$ cat src/rtl/pipeline_hazard_controller.sv
// Stall/flush sequencer for the 5-stage pipeline: resolves load-use, multi-cycle MUL/DIV,
// busy data memory and taken-branch hazards, and counts cycles in which the PC is held.
module pipeline_hazard_controller #(
  parameter int MULDIV_CYCLES = 4,
  parameter int CNT_WIDTH     = 16
) (
  input  logic                 CLK,
  input  logic                 RESET,
  input  logic [4:0]           ID_ADDR1,
  input  logic [4:0]           ID_ADDR2,
  input  logic                 ID_USES_RS1,
  input  logic                 ID_USES_RS2,
  input  logic [4:0]           EX_ADDR,
  input  logic                 EX_REGWRITE_EN,
  input  logic                 EX_MEM_READ,
  input  logic                 EX_MULDIV,
  input  logic                 BRANCH_TAKEN,
  input  logic                 MEM_BUSY,
  output logic                 PC_STALL,
  output logic                 IF_ID_STALL,
  output logic                 ID_EX_STALL,
  output logic                 EX_MEM_STALL,
  output logic                 IF_ID_FLUSH,
  output logic                 ID_EX_BUBBLE,
  output logic                 EX_MEM_BUBBLE,
  output logic                 MEM_WB_BUBBLE,
  output logic                 MULDIV_START,
  output logic [1:0]           STATE,
  output logic [CNT_WIDTH-1:0] STALL_COUNT
);

  typedef enum logic [1:0] {
    RUN     = 2'b00,
    MULDIV  = 2'b01,
    MEMWAIT = 2'b10,
    UNUSED  = 2'b11
  } state_t;

  state_t               state, state_next;
  logic [3:0]           cnt, cnt_next;
  logic [CNT_WIDTH-1:0] stall_count;
  logic                 load_use;

  logic pc_stall, if_id_stall, id_ex_stall, ex_mem_stall;
  logic if_id_flush, id_ex_bubble, ex_mem_bubble, mem_wb_bubble, muldiv_start;

  assign load_use = EX_MEM_READ & EX_REGWRITE_EN & (EX_ADDR != 5'd0) &
                    ((ID_USES_RS1 & (EX_ADDR == ID_ADDR1)) |
                     (ID_USES_RS2 & (EX_ADDR == ID_ADDR2)));

  always_comb begin
    state_next    = state;
    cnt_next      = cnt;
    pc_stall      = 1'b0;
    if_id_stall   = 1'b0;
    id_ex_stall   = 1'b0;
    ex_mem_stall  = 1'b0;
    if_id_flush   = 1'b0;
    id_ex_bubble  = 1'b0;
    ex_mem_bubble = 1'b0;
    mem_wb_bubble = 1'b0;
    muldiv_start  = 1'b0;
    case (state)
      // MEMWAIT with the memory released behaves exactly like RUN, so both share one decode.
      RUN, MEMWAIT: begin
        state_next = RUN;
        if (MEM_BUSY) begin
          pc_stall      = 1'b1;
          if_id_stall   = 1'b1;
          id_ex_stall   = 1'b1;
          ex_mem_stall  = 1'b1;
          mem_wb_bubble = 1'b1;
          state_next    = MEMWAIT;
        end else if (EX_MULDIV) begin
          pc_stall      = 1'b1;
          if_id_stall   = 1'b1;
          id_ex_stall   = 1'b1;
          ex_mem_bubble = 1'b1;
          muldiv_start  = 1'b1;
          cnt_next      = 4'(MULDIV_CYCLES - 1);
          state_next    = MULDIV;
        end else if (BRANCH_TAKEN) begin
          if_id_flush  = 1'b1;
          id_ex_bubble = 1'b1;
        end else if (load_use) begin
          pc_stall     = 1'b1;
          if_id_stall  = 1'b1;
          id_ex_bubble = 1'b1;
        end
      end
      MULDIV: begin
        if (cnt != 4'd0) begin
          pc_stall      = 1'b1;
          if_id_stall   = 1'b1;
          id_ex_stall   = 1'b1;
          ex_mem_bubble = 1'b1;
          cnt_next      = cnt - 4'd1;
        end else begin
          state_next = RUN;
        end
      end
      default: state_next = RUN;
    endcase
  end

  always_ff @(posedge CLK or negedge RESET) begin
    if (!RESET) begin
      state       <= RUN;
      cnt         <= 4'd0;
      stall_count <= '0;
    end else begin
      state <= state_next;
      cnt   <= cnt_next;
      if (pc_stall && (stall_count != {CNT_WIDTH{1'b1}}))
        stall_count <= stall_count + 1'b1;
    end
  end

  // Controls are forced low while reset is held, independent of the clock.
  assign PC_STALL      = RESET & pc_stall;
  assign IF_ID_STALL   = RESET & if_id_stall;
  assign ID_EX_STALL   = RESET & id_ex_stall;
  assign EX_MEM_STALL  = RESET & ex_mem_stall;
  assign IF_ID_FLUSH   = RESET & if_id_flush;
  assign ID_EX_BUBBLE  = RESET & id_ex_bubble;
  assign EX_MEM_BUBBLE = RESET & ex_mem_bubble;
  assign MEM_WB_BUBBLE = RESET & mem_wb_bubble;
  assign MULDIV_START  = RESET & muldiv_start;
  assign STATE         = state;
  assign STALL_COUNT   = stall_count;

endmodule

$ cat config.mk
export PLATFORM = sky130hd
export DESIGN_NAME = pipeline_hazard_controller
export DESIGN_NICKNAME = d
export VERILOG_FILES = /design/src/rtl/pipeline_hazard_controller.sv
export SDC_FILE = /design/constraint.sdc
export NUM_CORES = 1
export LEC_CHECK = 0
export CAP_MARGIN = 5
export CORE_ASPECT_RATIO = 0.6
export CORE_UTILIZATION = 43
export CTS_CLUSTER_DIAMETER = 200
export DETAILED_ROUTE_END_ITERATION = 16
export PLACE_DENSITY = 0.79
export REMOVE_ABC_BUFFERS = 1
export SLEW_MARGIN = 20
export SYNTH_ARGS = -nofsm -noshare
export SYNTH_HDL_FRONTEND = slang
export SYNTH_SLANG_ARGS = --single-unit
$ cat constraint.sdc
create_clock -name CLK -period 2.99 [get_ports CLK]
set_clock_uncertainty 0.05 [all_clocks]
set_input_delay 0.4485 -clock CLK [delete_from_list [all_inputs] [get_ports CLK]]
set_output_delay 0.4485 -clock CLK [all_outputs]
set_load 0.01 [all_outputs]
== Word level (Yosys, flattened, before mapping) ==
Cells that the tools add are included.
Word-level totals
  word-level logic and storage cells: 64
  output and inout bits: 27
  input port bits: 24
  register bits after elaboration: 22
Cells by class
  reductions and logical operators: 7
  equal/unequal tests: 9
  add/sub/neg operators: 2
  bitwise logic cells: 13
  mux-type cells: 30
Operators with widths (count)
  $mux W1: 20
  $add A16 B1 Y16 const B: 1
  $ne A16 B16 Y1 const B: 1
  $and A1 B1 Y1: 12
  $mux W4: 3
  $eq A5 B5 Y1: 2
  $ne A2 B2 Y1 const B: 4
  $pmux W4 S2: 1
  $pmux W1 S2: 3
  $reduce_bool A5 Y1: 1
  $mux W2: 2
  $pmux W2 S2: 1
  $reduce_and A4 Y1: 1
  $reduce_bool A4 Y1: 1
  $sub A4 B1 Y4 const B: 1
  $eq A2 B1 Y1 const B: 1
  $eq A2 B2 Y1 const B: 1
  $logic_not A2 Y1: 1
  $reduce_bool A2 Y1: 1
  $reduce_or A2 Y1: 1
  $logic_and A1 B1 Y1: 1
  $or A1 B1 Y1: 1

== Logic depth before layout (Yosys ltp) ==
Gate-level depths: netlist of the first run.
  depth after elaboration: 10
  depth in mapped cells: 9
  depth with buffers taken out: 8

== Least setup slack after synthesis of the first run ==
No wires, ideal clock.
  path kind: reg-to-output
  from: register cnt[0]
  to: output PC_STALL
  cell stages (with the launch flop): 10
  required time: 2492 ps
  path slack: 630 ps
  path buffers: 2
  arrival: 1862 ps
  cell sequence: dfrtp_1 > inv_1 > ha_1 > inv_1 > o31ai_2 > o21ai_0 > a31oi_4 > buf_6 > nor2b_1 > buf_4
Between the ends
  word-level cells in the longest chain between the ends: 4
RTL lines
  start, declared: line 40  | logic [3:0] cnt, cnt_next;
  start signal, assigned: line 113  | cnt <= cnt_next;
  $reduce_bool A4 Y1: line 92  | if (cnt != 4'd0) begin
  $mux W1
  $pmux W1 S2
  $and A1 B1 Y1
  end, declared: line 19  | output logic PC_STALL,
Every way passes these cells.

== Worst setup path in the final report of the first run ==
  from: input EX_ADDR[2]
  to: output IF_ID_STALL
Between the ends
  word-level cells in the longest chain between the ends: 10
  elaborated cells between the ends (all ways): 14
  those cells by class: eq/ne: 2; mux: 5; bitwise: 6; reduce/logical: 1
RTL lines
  start, declared: line 13  | input logic [4:0] EX_ADDR,
  $eq A5 B5 Y1 (on tied branches): line 48, 49
  $and A1 B1 Y1 (on tied branches): line 48, 49
  $or A1 B1 Y1: line 48  | ((ID_USES_RS1 & (EX_ADDR == ID_ADDR1)) |
  $and A1 B1 Y1 *: line 47  | assign load_use = EX_MEM_READ & EX_REGWRITE_EN & (EX_ADDR != 5'd0) &
  $mux W1 *: line 85  | end else if (load_use) begin
  $mux W1 *: line 82  | end else if (BRANCH_TAKEN) begin
  $mux W1 *: line 74  | end else if (EX_MULDIV) begin
  $mux W1 *: line 67  | if (MEM_BUSY) begin
  $pmux W1 S2 *: line 63  | case (state)
  $and A1 B1 Y1 *: line 121  | assign IF_ID_STALL = RESET & if_id_stall;
  end, declared: line 20  | output logic IF_ID_STALL,
Every way passes the cells marked *; elsewhere a longest branch is shown, timed or not.

==> summary.md, run 1 <==
| Metric | Value |
|---|---|
| Worst hold endpoint | STALL_COUNT[11] |
| Outcome | finished, final reports clean |
| Warnings from Yosys | 0 |
| 1st-pass router iterations | 4 |
| HP Start | STALL_COUNT[11] |
| ANT nets after route | 0 |
| Die X | 72.7 um |
| Setup bufs post-CTS | 0 |
| Reg-to-reg endpoint | STALL_COUNT[1] |
| TritonCTS Buffers | 3 |
| PD cells | 797 nW/um2 |
| Grt ovf | 0 |
| Post-Syn Area | 1290 um2 |
| Htree depth | 1 |
| Largest net degree at the start of global routing | 28 |
| Final setup fails | 0 |
| Global-route wire length before repair | 5.45 mm |
| Post-DR vias/cell | 5.02 |
| Syn Area/Cell | 10.1 um2 |
| Cell Chain, Critical Path | clkdlybuf4s50_1 -> xnor2_1 -> nand4_1 -> o22ai_2 -> a31oi_4 -> nor2b_1 -> clkdlybuf4s50_1 |
| TritonCTS clock tree | built |
| Worst path bufs/invs | 2 |
| Initial Util | 0.484 |
| Hold WS | 0.445 ns |
| Worst reg2reg startpoint | cnt[0] |
| Setup TNS after final layout | 0 ns |
| Final nets | 210 |
| Placed cells | 219 |
| Die Span Y | 44.4 um |
| RSZ-0062 raised after global routing | no |
| Root buf cell | clkbuf_8 |
| Routed len/inst | 15.1 um |
| Worst path top cell family by delay | buffers and inverters |
| Commonest non-fill, non-tap cell in the layout | clkdlybuf4s50_1 |
| Final Hold Viols | 0 |
| Hold Buf Count CTS | 0 |
| Final Util | 0.713 |
| Slowest stage delay, CP | 0.56 ns |
| Slew Limit Fails | 0 |
| Worst hold-check path type | reg -> reg |
| HPWL Detailed | 2.76 mm |
| Core Rows | 14 |
| R2R depth | 9 |
| Drt total wl | 3.36 mm |
| Period utilization | 0.975 |
| # port buffers | 50 |
| FF+latch count, synth | 22 |
| Mapped Cells | 128 |
| # DRC | 0 |
| Clock slew at reported path FFs | 0.07 ns |
| CTS sink count | 22 |
| Worst Path Arrival | 2.42 ns |
| Cts repair resizes | 0 |
| Max-cap violations | 0 |
| Vias in the first global route | 1107 |
| Max Fanout on Critical Path | 3 |
| Leakage | 0.768 nW |
| Clk buf depth | 2 |
| Later-pin clock latency in the skew report | 0.25 ns |
| Peak supply drop | 447 uV |
| WHS Path Cells | 1 |
| ANT cells | 0 |
| Initial DRC Count | 54 |
| Most frequent cells in the layout | clkdlybuf4s50_1, dfrtp_1, xor2_1, xnor2_1 |
| Area of the core | 2660 um2 |
| Area grow syn2layout | 47.4% |
| Die area | 3230 um2 |
| Type of origin of the critical path | primary input |
| Initial antenna violation count | 0 |
| Critical Path RT | 2.49 ns |
| Vias | 1114 |
| Io pins | 51 |
| Worst-Margin Slew | 0.537 ns |
| Min Tclk post-route | 2.91 ns |
| Fin cells | 222 |
| Worst path most repeated cell | clkdlybuf4s50_1 |
| Slew headroom | 0.637 |
| Crit. End Element | output pin |
| Overall Global Routing Usage | 0.231 |
| PnR Total Power | 0.00151 W |
| Slowest CP cell | clkdlybuf4s50_1 |
| Fmax | 343 MHz |
| Post-synthesis sequential area ratio | 0.427 |
| Fillcell total | 215 |
| Critical path class | in -> out |
| Setup slack, reg-to-reg | 0.73 ns |
| Final RePlAce weighted congestion | 0.798 |
| Number of library cell types mapped by synthesis | 30 |
| Layout cells sized above 1 | 0.0824 |
-- report_power, final --
group	switching, W	internal (W)	leakage, nW
combinational	0.000341	0.000426	0.499
sequential	0.000149	0.000422	0.248
clock	0.0000858	0.0000896	0.0216
-- sequential cells by signal (all words and copies together) (netlist names) --
signal       count
cnt              4
STALL_COUNT     16
STATE            2
-- cell families after synthesis --
logic type	synth area share
adder cells (fa/ha/maj)	0.0194
flip-flops	0.427
multiplexers	0.0116
AO/OA/AOI/OAI	0.0650
AND/OR/NAND/NOR	0.253
XOR/XNOR	0.190
buffers and inverters	0.0330
-- per-layer routing --
layer  share of wire  up-vias  GRT usage  wire length (um)
li1                -      556          -                 -
met1            0.49      534      0.328              1660
met2            0.46       22      0.372              1560
met3           0.037        2     0.0524               125
met4          0.0048        0     0.0392                16
met5               0        -          0                 0
-- Yosys cell counts --
cell type,instances,area share
ha_1,2,0.019
buf_2,1,0.0039
nand4_1,5,0.024
o21ai_0,1,0.0039
and2_1,5,0.024
and2b_1,1,0.0058
o22ai_2,1,0.0097
o311a_4,1,0.017
dfrtp_1,22,0.43
nand2_1,10,0.029
inv_1,3,0.0087
and3_1,3,0.015
nand3_1,6,0.023
a31oi_4,1,0.017
xor2_1,15,0.10
nor4b_1,3,0.020
mux2_4,1,0.012
nor2_2,1,0.0049
xnor2_1,13,0.088
a21oi_1,1,0.0039
buf_6,1,0.0087
nor3_1,7,0.027
a31oi_1,1,0.0049
or3_1,1,0.0049
nor2b_1,3,0.015
nor2_1,10,0.029
nor4_1,4,0.019
o31ai_2,1,0.0097
buf_4,2,0.012
nor3b_1,2,0.012
-- cell type report --
cell class	count	area [um2]	share of cell area
Sequential cell	22	551	0.290
Clock buffer	3	41.3	0.0217
Timing Repair Buffer	55	543	0.286
Tap cell	40	50.0	0.0264
Inverter	3	11.3	0.00593
Multi-Input combinational cell	99	703	0.370
-- per-stage QoR --
step	cell area [um2]	setup slack [ns]
6_report	1900	0.0762
5_1_grt	1900	0.0247
4_1_cts	1890	0.0280
3_5_place_dp	1850	0.0274
3_3_place_gp	1850	0.115
2_1_floorplan	1260	0.728
-- worst max path at each step --
stage | start | end | slack [ns] | cells past startpoint
3_3_place_gp | EX_ADDR[3] | PC_STALL | 0.12 | 7
6_report | EX_ADDR[2] | IF_ID_STALL | 0.08 | 7
5_1_grt | EX_ADDR[1] | IF_ID_STALL | 0.02 | 7
4_1_cts | EX_ADDR[4] | IF_ID_STALL | 0.03 | 7
3_5_place_dp | EX_ADDR[4] | IF_ID_STALL | 0.03 | 7
2_1_floorplan | cnt[0] | IF_ID_STALL | 0.73 | 7
No activity file was read; power rests on OpenSTA's default activity.
==> run 2, diff against run 1 <==
--- a/config.mk
+++ b/config.mk
@@ -16,3 +16,4 @@
 export SYNTH_ARGS = -nofsm -noshare
 export SYNTH_HDL_FRONTEND = slang
 export SYNTH_SLANG_ARGS = --single-unit
+export TNS_END_PERCENT = 5
==> results of run 2 <==
The final DEF is identical to that of run 1; final timing and power are the same.
==> run 3, diff against run 2 <==
==> constraint.sdc (replaced) <==
create_clock -name CLK -period 3.3 [get_ports CLK]
set_clock_uncertainty 0.05 [all_clocks]
set_input_delay 0.495 -clock CLK [delete_from_list [all_inputs] [get_ports CLK]]
set_output_delay 0.495 -clock CLK [all_outputs]
set_load 0.01 [all_outputs]
==> summary.md, run 3 (synthesis results as in run 1) <==
| Metric | Value |
|---|---|
| Hold Buf Count CTS | 0 (unchanged) |
| PD cells | 730 nW/um2 (-8.4%) |
| Final RePlAce weighted congestion | 0.792 (-0.66%) |
| Grt ovf | 0 (unchanged) |
| Slew Limit Fails | 0 (unchanged) |
| Clk buf depth | 2 (unchanged) |
| Final nets | 208 (-0.95%) |
| Setup TNS after final layout | 0 ns (unchanged) |
| Worst Path Arrival | 2.49 ns (+0.07 ns) |
| Most frequent cells in the layout | clkdlybuf4s50_1, dfrtp_1, xor2_1, xnor2_1 |
| Setup bufs post-CTS | 0 (unchanged) |
| # port buffers | 50 (unchanged) |
| HPWL Detailed | 2.66 mm (-3.7%) |
| Min Tclk post-route | 3.04 ns |
| Final WS setup | 0.262 ns (+0.186 ns) |
| Initial DRC Count | 89 (+65%) |
| Slowest CP cell | clkdlybuf4s50_1 |
| Type of origin of the critical path | flop |
| Worst-Margin Slew | 0.525 ns (-0.0119 ns) |
| Max-cap violations | 0 (unchanged) |
| Final setup fails | 0 (unchanged) |
| DP Area | 1830 um2 (-0.81%) |
| Pre-CTS WS | 0.303 ns (+0.275 ns) |
| Cts repair resizes | 0 (unchanged) |
| Worst path most repeated cell | inv_1 |
| Setup slack, reg-to-reg | 0.84 ns (+0.11 ns) |
| Cell Chain, Critical Path | inv_1 -> ha_1 -> inv_1 -> o31ai_2 -> o21ai_0 -> a31oi_4 -> nor2b_1 -> clkdlybuf4s50_1 |
| Worst hold-check path type | reg -> reg |
| Area grow syn2layout | 45.2% |
| Post-DR vias/cell | 5.11 (+1.8%) |
| WHS Path Cells | 1 (unchanged) |
| Slew headroom | 0.648 (+0.0117) |
| Peak supply drop | 468 uV (+4.7%) |
| Critical path class | reg -> out |
| 1st-pass router iterations | 5 (+1) |
| Later-pin clock latency in the skew report | 0.26 ns (about the same) |
| Outcome | finished, final reports clean |
| Die Span Y | 44.4 um (unchanged) |
| HP Start | STALL_COUNT[9] |
| Die X | 72.7 um (unchanged) |
| TritonCTS clock tree | built |
| Area of the core | 2660 um2 (unchanged) |
| Global-route wire length before repair | 5.60 mm (+2.6%) |
| Initial antenna violation count | 0 (unchanged) |
| Htree depth | 1 (unchanged) |
| Root buf cell | clkbuf_8 |
| Fillcell total | 210 (-2.3%) |
| Final Hold Viols | 0 (unchanged) |
| Period utilization | 0.921 |
| Reg-to-reg endpoint | STALL_COUNT[1] |
| Clock slew at reported path FFs | 0.07 ns (about the same) |
| Leakage | 0.734 nW (-4.4%) |
| ANT nets after route | 0 (unchanged) |
| Die area | 3230 um2 (unchanged) |
| Largest net degree at the start of global routing | 28 (unchanged) |
| Critical Path RT | 2.75 ns (+0.26 ns) |
| Worst reg2reg startpoint | cnt[0] |
| Commonest non-fill, non-tap cell in the layout | clkdlybuf4s50_1 |
| Core Rows | 14 (unchanged) |
| RSZ-0062 raised after global routing | no |
| Vias in the first global route | 1091 (-1.4%) |
| Drt total wl | 3.34 mm (-0.74%) |
| Post-route cell area | 1870 um2 (-1.4%) |
| ANT cells | 0 (unchanged) |
| Routed len/inst | 15.2 um (+0.16%) |
| Slowest stage delay, CP | 0.48 ns (-0.08 ns) |
| Io pins | 51 (unchanged) |
| Worst hold endpoint | STALL_COUNT[9] |
| Max FFs per register | 16 (unchanged) |
| Vias | 1124 (+0.90%) |
| Crit. End Element | output pin |
| Overall Global Routing Usage | 0.239 (+0.00794) |
| CTS sink count | 22 (unchanged) |
| TritonCTS Buffers | 3 (unchanged) |
| # DRC | 0 (unchanged) |
| Initial Util | 0.484 (unchanged) |
| Fmax | 329 MHz |
| Max Fanout on Critical Path | 5 (+2) |
| Layout cells sized above 1 | 0.0667 (-0.0158) |
| R2R depth | 9 (unchanged) |
==> run 3: cell count changes in the layout (fill, tap and decap cells not counted), sizes merged <==
cell	change
buf	-2
clkdlybuf4s50	+2
dlymetal6s2s	-2
==> run 3: routing by layer <==
layer / vias up / track usage / part of all wire
met5: - / 0 / 0
li1: 545 / - / -
met3: 13 / 0.0683 / 0.040
met4: 0 / 0.0706 / 0.017
met1: 539 / 0.358 / 0.50
met2: 27 / 0.335 / 0.45
==> run 3: metrics by stage <==
stage	cells	hold WS (ns)	util	total power [W]
after floorplan	124	0.149	-	0.000841
after global placement	217	0.427	0.688	0.00118
after detailed placement	217	0.429	0.688	0.00120
after CTS	220	0.445	0.703	0.00137
after global routing	220	0.467	0.703	0.00146
final	220	0.440	0.703	0.00137
==> run 3: worst max path at each step <==
| stage | startpoint | to | slack (ns) | cells after the start |
|---|---|---|---|---|
| global route | cnt[0] | IF_ID_STALL | 0.05 | 8 |
| CTS | cnt[0] | PC_STALL | 0.23 | 8 |
| finish | cnt[0] | PC_STALL | 0.26 | 8 |
| detailed placement | EX_ADDR[0] | ID_EX_BUBBLE | 0.30 | 6 |
| floorplan | cnt[0] | IF_ID_STALL | 0.99 | 7 |
| global placement | EX_ADDR[0] | ID_EX_BUBBLE | 0.33 | 6 |
==> run 3: cell type report <==
| type | instances | area [um2] | area share |
|---|---|---|---|
| multi-input cells | 99 | 696 | 0.372 |
| flip-flops and latches | 22 | 551 | 0.294 |
| repair buffers | 53 | 523 | 0.279 |
| well taps | 40 | 50.0 | 0.0267 |
| clock buffers | 3 | 41.3 | 0.0221 |
| inverters | 3 | 11.3 | 0.00602 |
==> run 3: power by group <==
group,total (W),switching (W),internal [W],leakage (nW)
Combinational,0.000684,0.000305,0.000379,0.465
Sequential,0.000520,0.000137,0.000383,0.248
Clock,0.000163,0.0000813,0.0000814,0.0216
==> run 3: critical path: cells and delay by family (launching register included) <==
family                   cells  cell delay (ns)
buffers and inverters        3             0.64
AO/OA/AOI/OAI                3             0.98
AND/OR/NAND/NOR              1             0.08
adder cells (fa/ha/maj)      1             0.15
flip-flops                   1             0.39
